**src/rtl/ps2_host_tx_pkg.sv**
```systemverilog
// Shared definitions for the PS/2 host transmitter and receiver.
// States, frame size and cycle-count derivations.
package ps2_host_tx_pkg;

   typedef enum logic [2:0] {
      S_IDLE,
      S_INHIBIT,
      S_RTS,
      S_SEND,
      S_ACK,
      S_WAITIDLE
   } state_t;

   localparam int FRAME_BITS = 11;

   function automatic int inhibit_cyc(input int khz);
      return khz / 10;
   endfunction

   function automatic int timeout_cyc(input int khz);
      return khz * 15;
   endfunction

   // bit 0 stands for the start bit so each fall shifts first
   function automatic logic [FRAME_BITS-1:0] frame_load(input logic [7:0] d);
      return {1'b1, ~^d, d, 1'b0};
   endfunction

endpackage

```
**src/rtl/ps2_host_tx_line_sync.sv**
```systemverilog
// PS/2 pin synchroniser with clock falling-edge detect.
// Shared by the host transmitter and the keyboard receiver.
module ps2_line_sync (
   input  logic clk,
   input  logic rst_n,
   input  logic clk_in,
   input  logic dat_in,
   output logic clk_s,
   output logic dat_s,
   output logic clk_fall
);

   logic [1:0] c_sync;
   logic [1:0] d_sync;
   logic       c_prev;

   // idle bus level is high, so reset to 1 to avoid a spurious fall
   always_ff @(posedge clk or negedge rst_n) begin
      if (!rst_n) begin
         c_sync <= 2'b11;
         d_sync <= 2'b11;
         c_prev <= 1'b1;
      end else begin
         c_sync <= {c_sync[0], clk_in};
         d_sync <= {d_sync[0], dat_in};
         c_prev <= c_sync[1];
      end
   end

   assign clk_s    = c_sync[1];
   assign dat_s    = d_sync[1];
   assign clk_fall = c_prev & ~c_sync[1];

endmodule

```
**src/rtl/ps2_host_tx.sv**
```systemverilog
// Host-to-device PS/2 transmitter driving open-collector clock/data.
// Inhibit, request-to-send, bit shifting on device clock, ack check.
module ps2_host_tx
   import ps2_host_tx_pkg::*;
#(
   parameter int CLKFREQ_KHZ = 6000,
   parameter int INHIBIT_CYC = inhibit_cyc(CLKFREQ_KHZ),
   parameter int TIMEOUT_CYC = timeout_cyc(CLKFREQ_KHZ)
) (
   input  logic       clk,
   input  logic       rst_n,
   input  logic       ps2clk_in,
   input  logic       ps2dat_in,
   output logic       ps2clk_oe,
   output logic       ps2dat_oe,
   input  logic [7:0] din,
   input  logic       send,
   output logic       busy,
   output logic       rx_inhibit,
   output logic       done,
   output logic       error
);

   localparam int TW = $clog2(TIMEOUT_CYC + 1);
   localparam logic [TW-1:0] INH_LAST = TW'(INHIBIT_CYC - 1);
   localparam logic [TW-1:0] TO_LAST  = TW'(TIMEOUT_CYC - 1);
   localparam logic [TW-1:0] T_MAX    = TW'(TIMEOUT_CYC);

   state_t                  state, state_d;
   logic [TW-1:0]           tcnt, tcnt_d, tinc;
   logic [3:0]              bitcnt, bitcnt_d;
   logic [FRAME_BITS-1:0]   sh, sh_d;
   logic                    clk_oe_d, dat_oe_d;
   logic                    done_d, error_d;
   logic                    clk_s, dat_s, clk_fall;
   logic                    tout;

   ps2_line_sync u_sync (
      .clk      (clk),
      .rst_n    (rst_n),
      .clk_in   (ps2clk_in),
      .dat_in   (ps2dat_in),
      .clk_s    (clk_s),
      .dat_s    (dat_s),
      .clk_fall (clk_fall)
   );

   assign tinc = (tcnt == T_MAX) ? tcnt : tcnt + 1'b1;
   assign tout = (tcnt == TO_LAST);

   always_comb begin
      state_d  = state;
      tcnt_d   = tcnt;
      bitcnt_d = bitcnt;
      sh_d     = sh;
      clk_oe_d = ps2clk_oe;
      dat_oe_d = ps2dat_oe;
      done_d   = 1'b0;
      error_d  = 1'b0;
      unique case (state)
         S_IDLE: begin
            if (send) begin
               sh_d     = frame_load(din);
               bitcnt_d = '0;
               tcnt_d   = '0;
               clk_oe_d = 1'b1;
               dat_oe_d = 1'b0;
               state_d  = S_INHIBIT;
            end
         end
         S_INHIBIT: begin
            if (tcnt == INH_LAST) begin
               dat_oe_d = 1'b1;
               state_d  = S_RTS;
            end else begin
               tcnt_d = tinc;
            end
         end
         S_RTS: begin
            tcnt_d   = '0;
            clk_oe_d = 1'b0;
            state_d  = S_SEND;
         end
         S_SEND, S_ACK, S_WAITIDLE: begin
            tcnt_d = tinc;
            // timeout has priority over any bus event in the same cycle
            if (tout) begin
               clk_oe_d = 1'b0;
               dat_oe_d = 1'b0;
               error_d  = 1'b1;
               state_d  = S_IDLE;
            end else if (state == S_SEND) begin
               if (clk_fall) begin
                  sh_d     = {1'b1, sh[FRAME_BITS-1:1]};
                  dat_oe_d = ~sh[1];
                  bitcnt_d = bitcnt + 4'd1;
                  if (bitcnt == 4'd9) state_d = S_ACK;
               end
            end else if (state == S_ACK) begin
               if (clk_fall) begin
                  if (dat_s) begin
                     error_d = 1'b1;
                     state_d = S_IDLE;
                  end else begin
                     state_d = S_WAITIDLE;
                  end
               end
            end else if (clk_s && dat_s) begin
               done_d  = 1'b1;
               state_d = S_IDLE;
            end
         end
         default: begin
            clk_oe_d = 1'b0;
            dat_oe_d = 1'b0;
            state_d  = S_IDLE;
         end
      endcase
   end

   always_ff @(posedge clk or negedge rst_n) begin
      if (!rst_n) begin
         state     <= S_IDLE;
         tcnt      <= '0;
         bitcnt    <= '0;
         sh        <= '0;
         ps2clk_oe <= 1'b0;
         ps2dat_oe <= 1'b0;
         busy      <= 1'b0;
         done      <= 1'b0;
         error     <= 1'b0;
      end else begin
         state     <= state_d;
         tcnt      <= tcnt_d;
         bitcnt    <= bitcnt_d;
         sh        <= sh_d;
         ps2clk_oe <= clk_oe_d;
         ps2dat_oe <= dat_oe_d;
         busy      <= (state_d != S_IDLE);
         done      <= done_d;
         error     <= error_d;
      end
   end

   assign rx_inhibit = busy;

endmodule

```
**config.mk**
```make
export PLATFORM = sky130hd
export DESIGN_NAME = ps2_host_tx
export DESIGN_NICKNAME = d
export VERILOG_FILES = /design/src/rtl/ps2_host_tx_pkg.sv /design/src/rtl/ps2_host_tx_line_sync.sv /design/src/rtl/ps2_host_tx.sv
export SDC_FILE = /design/constraint.sdc
export NUM_CORES = 1
export LEC_CHECK = 0
export BUFFER_PORTS_ARGS = -buffer_cell sky130_fd_sc_hd__clkbuf_2
export CORE_MARGIN = 2
export CORE_UTILIZATION = 51
export DETAILED_ROUTE_END_ITERATION = 6
export PLACE_DENSITY_LB_ADDON = 0.05
export SETUP_SLACK_MARGIN = 0.1
export SKIP_LAST_GASP = 1
export SLEW_MARGIN = 10
export SYNTH_ARGS = -nofsm -noshare
export SYNTH_HDL_FRONTEND = slang
export SYNTH_SLANG_ARGS = --single-unit
```
**constraint.sdc**
```tcl
create_clock -name clk -period 2.3 [get_ports clk]
set_input_delay 0.23 -clock clk [delete_from_list [all_inputs] [get_ports clk]]
set_output_delay 0.23 -clock clk [all_outputs]
set_load 0.01 [all_outputs]
```
== Yosys cells after proc, flatten, opt, wreduce, memory -nomap -nowiden ==
Cells that the tools add are included.
Storage, ports and cells
  register bits after elaboration: 45
  bits of input ports: 13
  logic and storage cells: 93
Operators by class
  muxes and demuxes: 45
  equality and inequality tests: 18
  reductions and logical operators: 11
  add/sub/neg operators: 2
  bitwise logic cells: 5
Operator list (count)
  $pmux W17 S4: 1
  $mux W17: 3
  $mux W11: 4
  $eq A17 B17 Y1 const B: 2
  $mux W3: 10
  $pmux W11 S2: 1
  $mux W1: 18
  $add A17 B1 Y17 const B: 1
  $eq A17 B10 Y1 const B: 1
  $mux W4: 4
  $ne A2 B2 Y1 const B: 7
  $pmux W3 S4: 1
  $reduce_and A5 Y1: 2
  $pmux W4 S2: 1
  $reduce_xnor A8 Y1: 1
  $eq A3 B2 Y1 const B: 2
  $eq A3 B3 Y1 const B: 2
  $ne A3 B3 Y1 const B: 2
  $reduce_and A3 Y1: 2
  $add A4 B1 Y4 const B: 1
  $eq A4 B4 Y1 const B: 1
  $not A1 Y1: 4
  $pmux W1 S4: 1
  $reduce_bool A4 Y1: 1
  other kinds (8): 8

== Depth between registers and ports, before layout ==
  depth in word-level cells: 8
  gate-level depth with buffers: 8
  mapped depth without buffers: 7

== Modules after synthesis ==
From an unflattened synthesis, not the netlist that was laid out.
Second synthesis, totals
  cells, all modules: 276
  area, all modules: 2563.7 um^2
Modules (own cells, without submodules)
  ps2_host_tx: area each 2418.6 um^2, cells an instance 270, sequential area each 975.9 um^2, instances 1
  ps2_line_sync: area each 145.1 um^2, cells an instance 6, sequential area each 131.4 um^2, instances 1

== Worst setup path after synthesis ==
OpenSTA, ideal clock, no wires.
  path type: reg2reg
  start point: register tcnt[0]
  end point: register tcnt[14]
  required time: 2181 ps
  cell stages (with the launch flop): 9
  data arrival time: 1735 ps
  library setup time: 119 ps
  slack: 446 ps
  path through: dfrtp_1 -> ha_1 -> nand2_1 -> nor4_2 -> a31o_1 -> buf_6 -> buf_4 -> nor4_1 -> o21a_1
Between the ends
  longest elaborated chain between the ends: 4
  elaborated cells on any way between the ends: 8
RTL lines
  start: declaration: RTL line ps2_host_tx.sv:30  | logic [TW-1:0] tcnt, tcnt_d, tinc;
  start signal: assignment: RTL line ps2_host_tx.sv:134  | tcnt <= tcnt_d;
  $add A17 B1 Y17 / $eq A17 B17 Y1 (equally long branches): RTL line ps2_host_tx.sv:48  | assign tinc = (tcnt == T_MAX) ? tcnt : tcnt + 1'b1;
  $mux W17: RTL line ps2_host_tx.sv:48
  $mux W17: RTL line ps2_host_tx.sv:72  | if (tcnt == INH_LAST) begin
  $pmux W17 S4: RTL line ps2_host_tx.sv:60  | unique case (state)
Parallel ways exist; a longest one is shown, timed or not. The select of a mux whose other input is x is not followed.
A chain may end at the register's enable or synchronous reset.

== Worst setup path after layout ==
  start point: register tcnt[0]
  end point: register tcnt[5]
The elaborated chain is that of the path after synthesis.

==> run summary <==
The area growth from synthesis to layout is 14.1%, and the number of buffers created by CTS is 5. For the required arrival time at the worst endpoint, the log shows 2.52 ns. Internal cell power: 1.50 mW.

The first global-routing pass estimated 9650 um of wire. The completed layout was analyzed and its total power is 2.11 mW. The floorplan has 25 rows. The tools report the maximum count of clock buffers along a single path as 2. For this run the aggregate overflow at the end of global routing stands at 0. For the tightest hold margin, the log shows -0.000964 ns. The iteration count of the initial detailed-routing pass was 5; the vias per cell was 5.86.

At the placement stage, the worst setup path has a slack of 0.233 ns. For this design, the sink count on the clock tree is 44. The analysis attributes to net switching a power of 0.613 mW.

At the pin with the least slew margin, the transition time is 0.637 ns. For this configuration, the core starts out at a cell density of 53.7%. The final reports fail on negative hold slack. For the number of global-route vias before repair, the log shows 1,999.

The worst setup path is launched from a register. At the end of routability-driven placement, the weighted congestion stood at 0.927. In this run the count of I/O pins placed on the die edge is 19. The critical path arrival is 2.27 ns. For the finished layout, the period the worst path requires is 2.05 ns.

When the netlist entered floorplanning its net count stood at 294. Summed over all cells, the static leakage comes to 1.18 nW. The sequential cell area fraction in the yosys report is 43.1%, and the pin count of the biggest net entering global routing is 45.

Number of antenna violations at the first check in global routing: 0. TritonCTS built the clock tree. Of all nets on the critical path, the largest fanout is 10. Remaining antenna violation count: 0. Timing would allow up to 489 MHz. Gate count after technology mapping: 277. The worst relative slew slack is 57.1%. The flow ran to the end, but the final reports show violations. The peak ir drop on the vdd network is 0.000479 V, and the routed length per instance is 15.2 um. Of the total power, the clock network draws 33.1%.

The fraction of power spent switching nets works out to 29.0%. Iteration-0 DRC count of the detailed router: 174. The clock skew was 0.00380 ns. In this run the vertical extent of the chip is 75.0 um. Each instance of the synthesized netlist takes up on average 9.28 um^2.

In this run the tool buffered the top-level ports with 18 buffer cells. The synthesized design contains 44 register bits. Path category of the worst min-delay check: in2async. In this run the post-CTS setup repair buffer count came out at 0. Setup repair after global routing left no endpoint under its margin. Setup violations remaining at the end of the flow were counted as 0. The worst setup path is captured at a register. The logs give 4060 um for the detailed-placement wirelength estimate and 2570 um^2 for the area of the mapped netlist.

For the combinational cell fraction of total power, the log shows 17.9%. Critical path class: reg2reg. The number of levels in the clock H-tree was 2; the count of inserted antenna diode cells was 0. The run gives 0 as the number of remaining DRC errors. For the vias after detailed routing, the log shows 2,187. The final critical path takes up 89.0% of the cycle. The commonest register cell after synthesis is sky130_fd_sc_hd__dfrtp_1. The tools report the sum of negative setup slack as 0 ns.

For this run, asynchronously set or reset flops after synthesis account for 100%. The tools report the number of nets in the layout as 322. For the worst-skew pair, the clock arrives at the later sink with an insertion delay of 0.30 ns. The die covers 5630 um^2. Clock-pin slew was measured on the worst setup and hold paths at 0.08 ns. The final-report hold violation count is 7.

Synthesis instantiated 60 different standard cells from the library. The Yosys step of the flow raised 0 warnings. The tools report the number of pins with negative max-slew slack in the final report as 0.

Of the cells placed in the final design, the portion with a size suffix greater than 1 is 18.0%. Across the run, the number of max-cap violations was 0. Portion of total power attributed to sequential cells: 49.0%. In this run the power density over the cells is 721 nW/um^2. Once layout is complete, the cells apart from fillers number 373.

Yosys mapped a number of flops with a built-in enable equal to 0. The tools report the core footprint as 4790 um^2. The setup slack after layout was 0.254 ns.

The die span in x works out to 75.0 um. The total global-route track usage came out at 22.4%. In this run the clock root is driven by a sky130_fd_sc_hd__clkbuf_8.

After detailed placement, the design holds a cell count of 363. Wires add up to 5690 um.
-- cells by family after synthesis --
kind of cell	share of synthesized area, %
and+or+nand+nor	24.8
AOI/OAI and AO/OA	18.4
DFF	43.1
buffers and inverters	4.48
xor gates and xnor gates	3.41
muxes	3.89
adders and majority gates	1.95
-- worst paths after layout --
path | from | endpoint | slack [ns] | cells after the start
max | tcnt[0] | tcnt[5] | 0.25 | 7
min | rst_n | tcnt[14] | -0.001 | 2
max reg2reg | tcnt[0] | tcnt[5] | 0.25 | 7
min reg2reg | u_sync.d_sync[0] | u_sync.d_sync[1] | 0.36 | 0
max in group asynchronous | rst_n | u_sync.d_sync[0] | 1.91 | 2
min in group clk | din[5] | sh[6] | 0.25 | 3
-- Yosys cell counts (all sizes together), types with 3 or more instances --
cell type,count,share of area (%)
xnor2,10,3.4
nor4,3,0.97
nand3,13,2.5
o21a,4,1.2
nand2b,5,1.2
a21oi,27,5.3
and4,3,1.0
nand2,19,2.8
nor3,7,1.4
buf,12,3.0
or3,4,0.97
nand4,9,2.2
or4,6,1.8
clkbuf,4,0.63
and3,4,1.2
o21ai,12,2.3
a31oi,4,0.97
o31ai,5,1.5
inv,6,0.88
mux2i,10,3.9
dfrtp,39,38
dfstp,5,5.1
nor2,26,3.8
ha,4,1.9
a31o,4,1.4
-- repair_timing --
action,4_1_cts,5_1_grt
hold buffers,2,0
resized for setup,0,1
endpoints found under the hold margin,2,0
setup endpoints to repair,0,2
-- flip-flops by register name, indices dropped and copies added (netlist names), 2 cells and up --
signal,count
tcnt,17
sh,10
bitcnt,4
state,3
u_sync.c_sync,2
u_sync.d_sync,2
-- metrics by stage --
stage	util [%]	cell area, um^2
global placement	58.1	2780
CTS	61.3	2930
finish	61.3	2930
detailed placement	58.1	2780
floorplan	-	2570
global route	61.3	2930
-- per-layer routing --
layer | up-vias | part of all wire (%) | routed length, um | global-route usage [%]
met2 | 68 | 43 | 2430 | 33.0
met5 | - | 0 | 0 | 0
met1 | 1022 | 50 | 2840 | 33.8
met3 | 10 | 5.9 | 338 | 4.15
li1 | 1087 | - | - | -
met4 | 0 | 1.3 | 76 | 6.15
-- cell usage in the layout (no fill, tap or decap), types with 3 or more instances in the layout --
cell,instances
sky130_fd_sc_hd__inv_1,6
sky130_fd_sc_hd__a31oi_1,4
sky130_fd_sc_hd__o21ai_0,11
sky130_fd_sc_hd__a21oi_1,27
sky130_fd_sc_hd__nand3_1,13
sky130_fd_sc_hd__or3_1,4
sky130_fd_sc_hd__nand2_1,19
sky130_fd_sc_hd__and3_1,3
sky130_fd_sc_hd__or4_1,6
sky130_fd_sc_hd__o21a_1,4
sky130_fd_sc_hd__nor2_1,26
sky130_fd_sc_hd__dfrtp_1,39
sky130_fd_sc_hd__clkbuf_8,5
sky130_fd_sc_hd__dfstp_2,5
sky130_fd_sc_hd__and4_1,3
sky130_fd_sc_hd__o31ai_1,5
sky130_fd_sc_hd__nand2b_1,5
sky130_fd_sc_hd__xnor2_1,10
sky130_fd_sc_hd__ha_1,4
sky130_fd_sc_hd__nand4_1,9
sky130_fd_sc_hd__nor3_1,7
sky130_fd_sc_hd__clkbuf_2,18
sky130_fd_sc_hd__mux2i_1,10
sky130_fd_sc_hd__buf_4,17
-- layout make-up --
cell class                      count  area [um^2]
Fill cell                         414         1850
Multi-Input combinational cell    211         1350
Sequential cell                    44         1110
Timing Repair Buffer               37          238
Tap cell                           67         83.8
Clock buffer                        6         72.6
Clock inverter                      2         60.1
Inverter                            6         22.5
-- worst max-delay path: stages, from the launching register on --
cell	delay, ns
sky130_fd_sc_hd__dfrtp_1	0.41
sky130_fd_sc_hd__ha_1	0.28
sky130_fd_sc_hd__nand2_1	0.12
sky130_fd_sc_hd__nor4_2	0.06
sky130_fd_sc_hd__a31o_2	0.31
sky130_fd_sc_hd__buf_4	0.17
sky130_fd_sc_hd__or4_1	0.46
sky130_fd_sc_hd__a21oi_1	0.16
-- power groups by stage --
stage,sequential (mW),combinational [mW],clock (mW)
after floorplan,0.996,0.289,0
after global placement,1.04,0.369,0
after detailed placement,1.04,0.374,0
after CTS,1.03,0.379,0.719
after global routing,1.05,0.436,0.754
final,1.04,0.379,0.699
Power figures use the tool's default switching activity.
